File: src/rtl/bcd_pkg.sv
// Shared constants, FSM encoding and digit helpers for the digit-serial BCD adder/subtractor.
package bcd_pkg;

   localparam int          BCD_W   = 4;
   localparam logic [3:0]  BCD_MAX = 4'd9;

   typedef enum logic [1:0] {
      ST_IDLE = 2'd0,
      ST_CALC = 2'd1,
      ST_DONE = 2'd2
   } state_t;

   function automatic logic is_bad_digit(input logic [BCD_W-1:0] d);
      return (d > BCD_MAX);
   endfunction

   // Out-of-range digits deliberately wrap mod 16 so that processing stays defined under err.
   function automatic logic [BCD_W-1:0] nines_comp(input logic [BCD_W-1:0] d);
      return BCD_MAX - d;
   endfunction

endpackage

File: src/rtl/bcd_digit_step.sv
// One decimal digit position: binary add of two digits plus carry, then +6 correction when the sum exceeds nine.
module bcd_digit_step
   import bcd_pkg::*;
(
   input  logic [BCD_W-1:0] a_d,
   input  logic [BCD_W-1:0] b_d,
   input  logic             cin,
   output logic [BCD_W-1:0] s_d,
   output logic             cout
);

   logic [BCD_W:0] raw;

   always_comb begin
      raw  = {1'b0, a_d} + {1'b0, b_d} + {{BCD_W{1'b0}}, cin};
      s_d  = raw[BCD_W-1:0];
      cout = 1'b0;
      if (raw > {1'b0, BCD_MAX}) begin
         s_d  = raw[BCD_W-1:0] + 4'd6;
         cout = 1'b1;
      end
   end

endmodule

File: src/rtl/bcd_serial_addsub.sv
// Multi-digit packed-BCD adder/subtractor processing one digit per clock, LSD first, with start/done handshake.
module bcd_serial_addsub
   import bcd_pkg::*;
#(
   parameter int DIGITS = 4
)
(
   input  logic                  clk,
   input  logic                  rst,
   input  logic                  start,
   input  logic                  mode,
   input  logic [BCD_W*DIGITS-1:0] a,
   input  logic [BCD_W*DIGITS-1:0] b,
   input  logic                  ci,
   output logic                  busy,
   output logic                  done,
   output logic [BCD_W*DIGITS-1:0] s,
   output logic                  co,
   output logic                  err
);

   localparam int W  = BCD_W * DIGITS;
   localparam int IW = (DIGITS > 1) ? $clog2(DIGITS) : 1;
   localparam logic [IW-1:0] LAST_IDX = IW'(DIGITS - 1);

   state_t          state;
   logic [IW-1:0]   idx;
   logic [W-1:0]    a_q;
   logic [W-1:0]    b_q;
   logic            mode_q;
   logic            carry;

   logic [BCD_W-1:0] a_dig;
   logic [BCD_W-1:0] b_raw;
   logic [BCD_W-1:0] b_dig;
   logic [BCD_W-1:0] step_s;
   logic             step_c;
   logic             in_bad;

   // Subtraction reuses the adder: A - B - borrow == A + nines(B) + ~borrow.
   always_comb begin
      a_dig = a_q[idx*BCD_W +: BCD_W];
      b_raw = b_q[idx*BCD_W +: BCD_W];
      b_dig = mode_q ? nines_comp(b_raw) : b_raw;
   end

   always_comb begin
      in_bad = 1'b0;
      for (int i = 0; i < DIGITS; i++) begin
         in_bad = in_bad | is_bad_digit(a[i*BCD_W +: BCD_W])
                         | is_bad_digit(b[i*BCD_W +: BCD_W]);
      end
   end

   bcd_digit_step u_step (
      .a_d  (a_dig),
      .b_d  (b_dig),
      .cin  (carry),
      .s_d  (step_s),
      .cout (step_c)
   );

   always_ff @(posedge clk) begin
      if (rst) begin
         state  <= ST_IDLE;
         idx    <= '0;
         a_q    <= '0;
         b_q    <= '0;
         mode_q <= 1'b0;
         carry  <= 1'b0;
         busy   <= 1'b0;
         done   <= 1'b0;
         s      <= '0;
         co     <= 1'b0;
         err    <= 1'b0;
      end else begin
         case (state)
            ST_IDLE: begin
               done <= 1'b0;
               if (start) begin
                  a_q    <= a;
                  b_q    <= b;
                  mode_q <= mode;
                  carry  <= mode ? ~ci : ci;
                  s      <= '0;
                  err    <= in_bad;
                  idx    <= '0;
                  busy   <= 1'b1;
                  state  <= ST_CALC;
               end
            end
            ST_CALC: begin
               s[idx*BCD_W +: BCD_W] <= step_s;
               carry <= step_c;
               if (idx == LAST_IDX) begin
                  co    <= step_c;
                  done  <= 1'b1;
                  state <= ST_DONE;
               end else begin
                  idx <= idx + 1'b1;
               end
            end
            ST_DONE: begin
               done  <= 1'b0;
               busy  <= 1'b0;
               state <= ST_IDLE;
            end
            default: begin
               done  <= 1'b0;
               busy  <= 1'b0;
               state <= ST_IDLE;
            end
         endcase
      end
   end

endmodule
File: config.mk
export PLATFORM = sky130hd
export DESIGN_NAME = bcd_serial_addsub
export DESIGN_NICKNAME = d
export VERILOG_FILES = /design/src/rtl/bcd_pkg.sv /design/src/rtl/bcd_digit_step.sv /design/src/rtl/bcd_serial_addsub.sv
export SDC_FILE = /design/constraint.sdc
export NUM_CORES = 1
export LEC_CHECK = 0
export ABC_AREA = 1
export CAP_MARGIN = 10
export CORE_MARGIN = 2
export CORE_UTILIZATION = 55
export DETAILED_ROUTE_END_ITERATION = 7
export PLACE_DENSITY = 0.84
export SETUP_SLACK_MARGIN = 0.02
export SLEW_MARGIN = 0
export SYNTH_ARGS = -nofsm -noshare
export SYNTH_HDL_FRONTEND = slang
export SYNTH_SLANG_ARGS = --single-unit
File: constraint.sdc
create_clock -name clk -period 5.05 [get_ports clk]
set_input_delay 0.505 -clock clk [delete_from_list [all_inputs] [get_ports clk]]
set_output_delay 0.505 -clock clk [all_outputs]
set_load 0.005 [all_outputs]
Word level (Yosys, flattened, before mapping):

Index checks and enable logic that the tools add are counted.

* register bits after elaboration: 58
* bits in latches: 0
* RAM bits: 0
* ROM bits: 0
* output and inout bits: 20
* word-level logic and storage cells: 70
* memories kept: 0

* add/sub/neg operators: 6
* multiply operators: 0
* div/mod/pow operators: 0
* $lt $le $gt $ge: 9
* equality and inequality tests: 5
* shift-type cells: 4
* muxes and demuxes: 17
* bitwise gates (word level): 9
* reductions and logical operators: 9

Operator list (number)
* 4-bit negator with 34-bit output: 1
* 4-bit by 34-bit variable shift with 16-bit output (first input constant): 1
* 4-bit by 34-bit indexed part select with 16-bit output: 1
* 4-bit greater-than comparator (second input constant): 8
* 16-bit case mux with 2 select lines: 1
* 16-bit by 5-bit indexed part select with 4-bit output: 2
* 16-bit bitwise mux: 1
* 16-bit two-way mux: 1
* 2-bit AND reduction: 5
* 2-bit two-way mux: 4
* 4-bit two-way mux: 2
* 2-bit case mux with 2 select lines: 2
* 1-bit bitwise OR: 7
* 2-bit inequality test (second input constant): 3
* 4-bit by 4-bit adder with 5-bit output: 1
* 5-bit by 1-bit adder with 5-bit output: 1
* 5-bit by 4-bit greater-than comparator with 1-bit output (second input constant): 1
* 4-bit by 3-bit adder with 4-bit output (second input constant): 1
* 1-bit two-way mux: 4
* 1-bit case mux with 2 select lines: 2
* 4-bit subtractor (first input constant): 1
* 3-bit AND reduction: 1
* 2-bit by 1-bit adder with 2-bit output (second input constant): 1
* 2-bit by 1-bit equality test with 1-bit output (second input constant): 1
* other kinds (5): 6

Depth between registers and ports, before layout:

* depth after elaboration: 10
* depth in mapped cells: 22
* mapped depth without buffers: 21

Hierarchy:

From an unflattened synthesis, not the netlist that was laid out.

* cells, all modules: 400
* area, all modules: 2901.5 um^2

Modules (own cells, without submodules)
* bcd_serial_addsub: times used 1, cells each 355, area each 2602.5 um^2
* bcd_digit_step: times used 1, cells each 45, area each 299.0 um^2

Worst setup path before layout:

No wires, ideal clock.

* kind: reg2reg
* start: reg idx[1]
* end: reg s[15]
* data arrival time: 2.934 ns
* setup slack: 2.005 ns
* stages on the path, launching flop included: 23
* buffers on the path: 1
* period minus slack after synthesis: 3.045 ns
* cells stage by stage: dfxtp_1 inv_1 clkbuf_1 a21oi_1 a32oi_1 inv_1 ha_1 nand2_1 o21ai_0 ha_1 inv_1 nand2_1 nand2_2 ha_1 nand2_1 a21boi_4 nand2_4 nand2_4 nand2_4 nand4_2 nor2_1 nor2_1 nor2_1

* longest elaborated chain between the ends: 10

Ends and longest elaborated chain
* start: declaration: line bcd_serial_addsub.sv:27 `logic [IW-1:0] idx;`
* start signal: assignment: line bcd_serial_addsub.sv:100 `idx <= idx + 1'b1;`
* 16-bit by 5-bit indexed part select with 4-bit output: line bcd_serial_addsub.sv:43 `b_raw = b_q[idx*BCD_W +: BCD_W];`
* 4-bit subtractor: line bcd_pkg.sv:19 `return BCD_MAX - d;`
* 4-bit two-way mux: line bcd_serial_addsub.sv:44 `b_dig = mode_q ? nines_comp(b_raw) : b_raw;`
* 4-bit by 4-bit adder with 5-bit output: line bcd_digit_step.sv:15 `raw = {1'b0, a_d} + {1'b0, b_d} + {{BCD_W{1'b0}}, cin};`
* 5-bit by 1-bit adder with 5-bit output: line bcd_digit_step.sv:15
* 4-bit by 3-bit adder with 4-bit output or 5-bit by 4-bit greater-than comparator with 1-bit output (tied branches): line bcd_digit_step.sv:19, bcd_digit_step.sv:18
* 4-bit two-way mux: line bcd_digit_step.sv:18 `if (raw > {1'b0, BCD_MAX}) begin`
* 4-bit by 34-bit indexed part select with 16-bit output: line bcd_serial_addsub.sv:93 `s[idx*BCD_W +: BCD_W] <= step_s;`
* 16-bit bitwise mux (*): line bcd_serial_addsub.sv:93
* 16-bit case mux with 2 select lines (*): line bcd_serial_addsub.sv:77 `case (state)`
* end signal: indexed assignment: line bcd_serial_addsub.sv:93
* end: declaration: line bcd_serial_addsub.sv:17 `output logic [BCD_W*DIGITS-1:0] s,`

Mark *: on every way between the ends. The rest lies on a longest branch, timed or not.
A chain may end at the register's enable or synchronous reset.

Worst setup path after layout:

* start: reg idx[0]
* end: reg s[15]

Same word-level chain as after synthesis.

==> results.py <==
metrics = {
    "status": {
        "status": "finished, final reports clean",
    },
    "synth": {
        "synth_cells": 390,
        "synth.largest_area_cell": "dfxtp_1",
        "synth_seq_cells": 58,
        "yosys_warnings": 0,
        "synth_cell_types": 36,
        "synth_fp_nets": 438,
        "synth_seq_area_share_pct": 40.6,
        "syn-mean-instance-area_sq_um": 7.32,
        "synth_top_area_share_pct": 40.6,
        "syn_area_sq_um": 2860,
        "synth.area.top_cells": "dfxtp_1 (41%), nor2_1 (12%), o21ai_0 (8.6%)",
    },
    "setup_path": {
        "rrSetupSlack_ns": 1.26,
        "cp_slowest_cell": "dfxtp_1",
        "setup.worst_path.start_class": "flop",
        "path_cells": "inv_2, o21ai_1, o22ai_1, xnor2_1, fa_1, inv_1, fa_1, inv_1, ha_1, nand2_1, a21boi_4, nand2_4, nand2_4, nand2_4, nand4_2, nor2_1, nor2_1, nor2_1",
        "crit_path_end_kind": "flop",
        "crit-reg2reg-launch": "idx[0]",
        "worst_path_largest_cell_delay_ns": 0.88,
        "endpoint": "s[15]",
        "r2r-end": "s[15]",
        "criticalPathCategory": "flop to flop",
        "worst_r2r_path_depth": 18,
        "required_ns": 5.32,
        "worstSetupStartpoint": "idx[0]",
        "cp_max_fo": 25,
        "worst_ep_arrival_time_ns": 4.06,
    },
    "die": {
        "dieArea_sq_um": 5790,
        "ioPinCount": 57,
        "initial_core_util_pct": 56.3,
        "die_w_um": 76.1,
        "rows": 26,
        "core_area_sq_um": 5070,
        "die_h_um": 76.1,
    },
    "global_routing": {
        "grt_max_degree": 40,
        "grt_pass1_wl_um": 11500,
        "grt_pass1_vias": 2544,
        "globalRouteTotalUtil_pct": 24.6,
        "antenna_found_initial": 0,
        "grt_overflow": 0,
    },
    "timing": {
        "hold_viol": 0,
        "max-slew-margin-rel_pct": 41.1,
        "slew_viol_final": 0,
        "fin_tns_setup_ns": 0,
        "setup_ws_ns": 1.26,
        "fmax_ghz": 0.264,
        "rsz0062_at_grt": "false",
        "period_minus_slack_ns": 3.79,
        "setup_viol_count_final": 0,
        "min_period_over_period_pct": 75.1,
        "hold_ws_ns": 0.461,
        "worst_clock_skew_ns": 0.00572,
        "worst_pin_slew_ns": 0.881,
    },
    "drt": {
        "wl_per_cell_um": 12.9,
        "m1WireLength_um": 3010,
        "drc": 0,
        "drt_wl_total_um": 6620,
        "first_pass_iters": 4,
        "ant_nets": 0,
        "drt_iter0_markers": 172,
        "dr_wl_met3_um": 271,
        "top_layer": "met4",
        "via_count": 2722,
        "vias_per_cell": 5.29,
        "dr_wl_met2_um": 3180,
    },
    "clocking": {
        "clock-root-buffer": "clkbuf_8",
        "tritoncts": "yes",
        "cts_setup_buffers": 0,
        "htree_num_levels": 3,
        "clkLatencyLatePin_ns": 0.34,
        "cts_made_buffers": 9,
        "path_clk_slew_ns": 0.06,
        "clk_path_buf_depth": 2,
        "post_cts_resized": 0,
        "cts_sinks": 58,
        "holdBufCountCts": 0,
    },
    "final_layout": {
        "area_growth_pct": 24.9,
        "ff_latch_area_sq_um": 1160,
        "final_util_pct": 70.3,
        "final_net_count": 488,
        "n_antenna_cell": 0,
        "final_cell_mix": "nor2_1 (90), dfxtp_1 (58), clkdlybuf4s50_1 (56)",
        "drive_gt1_share_pct": 8.76,
        "nFillCells": 447,
        "final_common_cell": "nor2_1",
        "multi_input_area_sq_um": 1470,
    },
    "worst_hold_path": {
        "hold_class": "flop to flop",
    },
    "pwr": {
        "vdd_drop_max_v": 0.000216,
        "finalPower_mw": 1.32,
        "p_per_area_nw_per_um2": 371,
        "p_leak_nw": 1.44,
    },
    "flow_run": {
        "drv_cap": 0,
    },
    "place": {
        "dp_slack_ns": 1.33,
        "hpwl_um": 4870,
        "io_buffers": 56,
        "globalplace.congestion": 0.866,
    },
}
how the worst min path moves through the flow:
stage                     cells after the start      to  startpoint  slack, ns
after floorplan                               2  a_q[2]      a_q[2]       0.44
after global placement                        2    s[4]        s[4]       0.45
after detailed placement                      2    s[5]        s[5]       0.45
after CTS                                     2    s[5]        s[5]       0.46
after global routing                          2    s[4]        s[4]       0.49
final                                         2    s[5]        s[5]       0.46
registers in the layout, summed over array words and instances, names as in the netlist, 2 cells and up:
register	flops
a_q	16
b_q	16
idx	2
s	16
state	2
stage by stage:
step | cell area [sq um] | instances
floorplan | 2860 | 390
global placement | 3400 | 499
detailed placement | 3400 | 499
CTS | 3570 | 515
global route | 3570 | 515
finish | 3570 | 515
synth_stat cells:
master and n:
xnor2_1 2, nand2_4 3, clkbuf_1 6, a21oi_2 1
nand4_2 1, buf_4 1, nand3_1 13, o21ai_1 2
o21a_1 1, nand2_1 52, fa_1 2, xor2_1 1
dfxtp_1 58, nor2_4 1, a31oi_1 1, nor2_1 91
a32oi_1 2, a41oi_1 1, nor3_1 4, nand3b_1 1
nor4_2 1, ha_1 9, clkbuf_8 3, inv_1 23
o21ai_0 49, buf_2 8, a211oi_1 1, nor2_2 1
o22ai_1 4, inv_2 7, a21oi_1 24, a32o_1 2
nand4_1 5, nand2_2 7, a21oi_4 1, a21boi_4 1
report_power, final:
part | switching, mW | internal, mW
Clock | 0.171 | 0.189
Combinational | 0.272 | 0.174
Sequential | 0.0258 | 0.490
Total | 0.470 | 0.853
layer usage:
layer	vias to the layer above	track usage (%)
met5	-	0
met4	0	12.5
met3	15	4.15
met2	77	40.2
met1	1252	31.5
li1	1378	-
layout make-up:
type	count	area share, %
Inverter	30	3.16
Clock inverter	3	0.421
Tap cell	70	2.46
Clock buffer	13	4.17
Multi-Input combinational cell	284	41.3
Sequential cell	58	32.5
Timing Repair Buffer	57	15.9
cell families after synthesis:
logic type | synth area share [%]
and+or+nand+nor | 27.3
buffers and inverters | 7.84
adders and majority gates | 5.34
AOI/OAI and AO/OA | 17.9
DFF | 40.6
xor gates and xnor gates | 0.920
worst max-delay path, delay by kind of cell, from the launching register on:
kind	cells	cell delay [ns]
and+or+nand+nor	8	0.64
adders and majority gates	3	1.00
DFF	1	0.88
buffers and inverters	3	0.56
AOI/OAI and AO/OA	3	0.46
xor gates and xnor gates	1	0.15
(Power assumes the default switching activity.)
